### src/rtl/pt_ctr_axis.sv
// pt_ctr_axis: phase-timer gate for the oversampled PFB input path.
//
// A modulo-MAX_CNT down-counter walks through one frame of MAX_CNT cycles.
// While the counter sits in the pass region (ctr < PAUSE) the AXI-Stream
// is a straight wire from source to sink. While it sits in the pause region
// the source is held off. This produces the M/D oversampling cadence with
// M = MAX_CNT and D = PAUSE.
//
// The counter advances on downstream ready alone, so the pause elapses in
// time even when the source has nothing to send. There is no data register
// and the data path has zero latency.
//
// Handshake: a beat moves on any cycle where s_axis_tvalid & s_axis_tready.
// This is the same cycle as m_axis_tvalid & m_axis_tready, because both
// valid and ready are gated by the same pass term. During pause,
// s_axis_tready is low, so an AXI-compliant source keeps its beat stable and
// nothing is dropped or duplicated. During reset all three handshake
// outputs are forced low.
module pt_ctr_axis #(
    parameter int WIDTH   = 16,
    parameter int MAX_CNT = 32,
    parameter int START   = 23,
    parameter int PAUSE   = 24
) (
    input  logic                       clk,
    input  logic                       rst,
    input  logic [WIDTH-1:0]           s_axis_tdata,
    input  logic                       s_axis_tvalid,
    output logic                       s_axis_tready,
    output logic [WIDTH-1:0]           m_axis_tdata,
    output logic                       m_axis_tvalid,
    input  logic                       m_axis_tready,
    output logic                       m_axis_tlast,
    output logic [$clog2(MAX_CNT)-1:0] ctr
);

    localparam int CW = $clog2(MAX_CNT);

    // PAUSE may equal MAX_CNT, and MAX_CNT need not fit in CW bits when it
    // is a power of two. The pass compare is therefore done one bit wider.
    localparam logic [CW-1:0] LAST_C  = CW'(MAX_CNT - 1);
    localparam logic [CW-1:0] START_C = CW'(START);
    localparam logic [CW-1:0] ONE_C   = CW'(1);
    localparam logic [CW:0]   PAUSE_C = (CW + 1)'(PAUSE);

    logic [CW-1:0] ctr_q;
    logic [CW-1:0] ctr_d;
    logic          pass;
    logic          at_zero;

    // Next phase: explicit wrap from 0 to MAX_CNT-1, so a non-power-of-two
    // frame length wraps correctly. The phase freezes while the sink stalls.
    always_comb begin
        ctr_d = ctr_q;
        if (m_axis_tready) begin
            if (ctr_q == '0) begin
                ctr_d = LAST_C;
            end else begin
                ctr_d = ctr_q - ONE_C;
            end
        end
    end

    // Phase register; reset takes priority over any advance.
    always_ff @(posedge clk) begin
        if (rst) begin
            ctr_q <= START_C;
        end else begin
            ctr_q <= ctr_d;
        end
    end

    assign at_zero = (ctr_q == '0);
    assign pass    = ({1'b0, ctr_q} < PAUSE_C);

    assign m_axis_tdata  = s_axis_tdata;
    assign m_axis_tvalid = pass & s_axis_tvalid & ~rst;
    assign s_axis_tready = pass & m_axis_tready & ~rst;
    assign m_axis_tlast  = pass & at_zero & s_axis_tvalid & ~rst;
    assign ctr           = ctr_q;

endmodule

### config.mk
export PLATFORM = sky130hd
export DESIGN_NAME = pt_ctr_axis
export DESIGN_NICKNAME = d
export VERILOG_FILES = /design/src/rtl/pt_ctr_axis.sv
export SDC_FILE = /design/constraint.sdc
export NUM_CORES = 1
export LEC_CHECK = 0
export CORE_MARGIN = 8
export CORE_UTILIZATION = 30
export CTS_BUF_LIST = sky130_fd_sc_hd__clkbuf_8
export CTS_CLUSTER_SIZE = 8
export DETAILED_ROUTE_END_ITERATION = 6
export PLACE_DENSITY = 0.85
export SYNTH_ARGS = -nofsm -noshare
export SYNTH_HDL_FRONTEND = slang
export SYNTH_SLANG_ARGS = --single-unit
### constraint.sdc
create_clock -name clk -period 2.5 [get_ports clk]
set_input_delay 0.5 -clock clk [delete_from_list [all_inputs] [get_ports clk]]
set_output_delay 0.5 -clock clk [all_outputs]
set_load 0.03 [all_outputs]
== After elaboration in Yosys (flattened, before gate mapping) ==
Index checks and enable logic that the tools add are counted.
Word-level totals
  bits in registers: 5
  input bits: 20
  output and inout port bits: 24
  logic and storage cells: 13
Cells by class
  $add $sub $neg: 1
  magnitude comparators: 1
  mux-type cells: 1
  bitwise gates (word level): 8
  reduce and logical (&&, ||, !) cells: 1
Operators with widths (count)
  $and A1 B1 Y1: 7
  $logic_not A5 Y1: 1
  $lt A5 B5 Y1 const B: 1
  $mux W5: 1
  $sub A5 B1 Y5 const B: 1
  $not A1 Y1: 1

== Logic depth before layout (Yosys ltp) ==
  word-level depth: 4
  mapped depth: 5
  gate-level depth less buffers: 5

== Worst setup path after synthesis ==
Ideal clock, no wire load.
  path kind: register -> output
  from: register ctr_q[0], in the netlist ctr[0]
  to: output port m_axis_tlast
  data arrival time: 1692 ps
  data required time: 2000 ps
  setup slack: 308 ps
  stages on the path, launching flop included: 5
  buffers on the path: 0
  path through: dfxtp_1 -> inv_1 -> ha_1 -> nand2_1 -> nor4_1
Between the ends
  word-level cells in the longest chain between the ends: 4
  elaborated cells on any way between the ends: 5
  those cells by class: order compare: 1; bitwise: 3; reduce/logical: 1
RTL lines
  start, declared: RTL line 46  | logic [CW-1:0] ctr_q;
  start signal, assigned: RTL line 69  | ctr_q <= ctr_d;
  $lt A5 B5 Y1 or $logic_not A5 Y1 (tied branches): RTL line 74, 73
  $and A1 B1 Y1 * (3 in a row): RTL line 79  | assign m_axis_tlast = pass & at_zero & s_axis_tvalid & ~rst;
  end, declared: RTL line 33  | output logic m_axis_tlast,
Every way passes the cells marked *; elsewhere a longest branch is shown, timed or not.

== Worst setup path after layout ==
  from: input port rst
  to: output port m_axis_tlast
Between the ends
  word-level cells in the longest chain between the ends: 2
RTL lines
  start, declared: RTL line 26  | input logic rst,
  $not A1 Y1: RTL line 79
  $and A1 B1 Y1: RTL line 79
Every way passes these cells.

==> flow_metrics.env <==
export IMPL_required_ns=2.00
export IMPL_synth_top_area_share_pct=31.3
export IMPL_hold_buffers=0
export IMPL_grt_use_total_pct=6.60
export IMPL_dp_hpwl_um=623
export IMPL_startpoint="rst"
export IMPL_dieHeight_um=52.9
export IMPL_gp_congestion=0.739
export IMPL_syn_nets=69
export IMPL_status="complete, no violations"
export IMPL_diodes=0
export IMPL_dr_pass1_iters=4
export IMPL_crit_path_start_kind="input port"
export IMPL_fin_setup_tns_ns=0
export IMPL_synth_cell_types=18
export IMPL_placed_cell_area_um2=409
export IMPL_relSlewSlack_pct=79.1
export IMPL_r2r_cells=5
export IMPL_die_width_um=52.9
export IMPL_hold_violations=0
export IMPL_cts_resized=0
export IMPL_worst_path_max_fanout=6
export IMPL_drv_slew=0
export IMPL_power_leakage_nw=0.215
export IMPL_whs_path_depth=2
export IMPL_hp_class="reg2reg"
export IMPL_num_rows=13
export IMPL_netlist_area_um2=408
export IMPL_reg2reg_from="ctr[0]"
export IMPL_final_cell_area_um2=454
export IMPL_syn2layout_area_growth_pct=11.3
export IMPL_grt_max_degree=8
export IMPL_r2r_slack_ns=1.16
export IMPL_dpl_worst_slack_ns=0.304
export IMPL_criticalPathCategory="in2out"
export IMPL_worstMarginPinSlew_ns=0.313
export IMPL_syn_inst=48
export IMPL_finalCoreUtilization_pct=35.3
export IMPL_synth_top_area_cell="buf_4"
export IMPL_ant_nets=0
export IMPL_largest_reg_flops=5
export IMPL_initial_utilization_pct=31.7
export IMPL_drc=0
export IMPL_finalCriticalPeriod_ns=2.20
export IMPL_cts_tree="done"
export IMPL_grt_overflow=0
export IMPL_fillers=144
export IMPL_grt_pass1_wl_um=1380
export IMPL_cts_num_sinks=5
export IMPL_ys_ff_latch=5
export IMPL_period_share_pct=87.8
export IMPL_drive_gt1_share_pct=21.3
export IMPL_cts_made_buffers=3
export IMPL_synth_area_per_cell_um2=8.50
export IMPL_wirelength_um=776
export IMPL_clock_latency_ns=0.22
export IMPL_antenna_found_initial=0
export IMPL_fp_coreArea_um2=1280
export IMPL_final_nets=69
export IMPL_setup_violations=0
export IMPL_ir_worst_vdd_v=0.000482
export IMPL_fmax_mhz=455
export IMPL_hp_start="ctr[0]"
export IMPL_grt_pass1_vias=306
export IMPL_yosysWarnings=0
export IMPL_power_density_nw_per_um2=599
export IMPL_worstPathArrival_ns=1.70
export IMPL_rr_endpoint="ctr[0]"
export IMPL_worst_clock_skew_ns=0.00130
export IMPL_cts_root_buf="clkbuf_8"
export IMPL_ios=44
export IMPL_rsz0062_at_grt="no"
export IMPL_wire_per_inst_um=12.5
export IMPL_setup_ws_ns=0.304
export IMPL_via_per_inst=4.66
export IMPL_drtIter0Drc=8
export IMPL_drv_cap=0
export IMPL_dieArea_um2=2800
export IMPL_htree_levels=1
export IMPL_end_kind="output pin"
export IMPL_post_cts_buffers=0
export IMPL_routed_via_count=289
export IMPL_ys_seq_area_share_pct=24.5
export IMPL_cts_buffer_depth=2
export IMPL_port_buffers=11
export IMPL_hold_path_end="ctr[0]"
export IMPL_yosys_top_cells_area="buf_4 (31%), dfxtp_1 (25%), nor4b_4 (5.8%)"
export IMPL_path_clk_slew_ns=0.03
==> through the flow <==
stage	std cells	power (mW)	hold WS [ns]
2_1_floorplan	48	0.162	0.573
3_3_place_gp	58	0.131	0.564
3_5_place_dp	58	0.132	0.574
4_1_cts	62	0.277	0.585
5_1_grt	62	0.289	0.647
6_report	62	0.272	0.578
==> power breakdown <==
group | internal [mW] | leakage [nW] | switching, mW
clock network | 0.105 | 0.0269 | 0.0368
logic | 0.0197 | 0.147 | 0.0217
registers | 0.0837 | 0.0408 | 0.00505
total | 0.208 | 0.215 | 0.0636
==> Yosys cell counts, drive strengths merged <==
cell / count
nand2b: 2
buf: 17
nor2: 1
and4bb: 1
o21bai: 1
a211oi: 2
ha: 1
a311oi: 1
nor4: 1
a21oi: 3
nand2: 4
xnor2: 2
inv: 4
nor4b: 1
dfxtp: 5
o21ai: 1
and3: 1
==> how the worst max path moves through the flow <==
| stage | to |
|---|---|
| after CTS | m_axis_tlast |
| after global placement | m_axis_tlast |
| after detailed placement | m_axis_tlast |
| final | m_axis_tlast |
| after global routing | m_axis_tlast |
| after floorplan | m_axis_tlast |
==> kinds of logic (layout without fill, tap and decap cells) <==
kind of cell / Yosys count / in the layout / share of synthesized area, %
buffers and inverters: 21 / 20 / 35.0
xor gates and xnor gates: 2 / 2 / 4.30
and+or+nand+nor: 11 / 11 / 19.6
AOI/OAI and AO/OA: 8 / 8 / 13.5
DFF: 5 / 5 / 24.5
adders and majority gates: 1 / 1 / 3.07
==> layer usage <==
layer  track usage (%)  vias to the layer above  routed length [um]
li1                  -                      144                   -
met1              6.24                      128                 309
met2              10.2                       17                 383
met3              6.16                        0                  84
met4              1.72                        0                   0
met5                 0                        -                   0
==> cell type report <==
| class | instances | area, um^2 | share of cell area (%) |
|---|---|---|---|
| clock buffer | 3 | 41.3 | 9.09 |
| clock inverter | 1 | 3.75 | 0.826 |
| inverter | 4 | 15.0 | 3.31 |
| multi-input combinational | 22 | 165 | 36.4 |
| sequential | 5 | 100 | 22.0 |
| tap | 15 | 18.8 | 4.13 |
| timing repair buffer | 12 | 110 | 24.2 |
==> placed cells by master, fill, tap and decap left out <==
cell type        instances
and4bb_2                 1
nor2_1                   1
clkdlybuf4s50_1          8
nor4_1                   1
dfxtp_1                  5
a211oi_1                 2
nor4b_4                  1
ha_1                     1
a311oi_1                 1
a21oi_2                  1
clkbuf_8                 3
buf_4                    4
nand2_1                  4
xnor2_1                  2
and3_1                   1
o21ai_0                  1
inv_1                    5
a21oi_1                  2
o21bai_1                 1
nand2b_1                 2
==> worst max-delay path, cell delays in order <==
cell,delay [ns]
clkdlybuf4s50_1,0.51
nand2b_1,0.21
nor4_1,0.26
buf_4,0.22
Power figures use the tool's default switching activity.
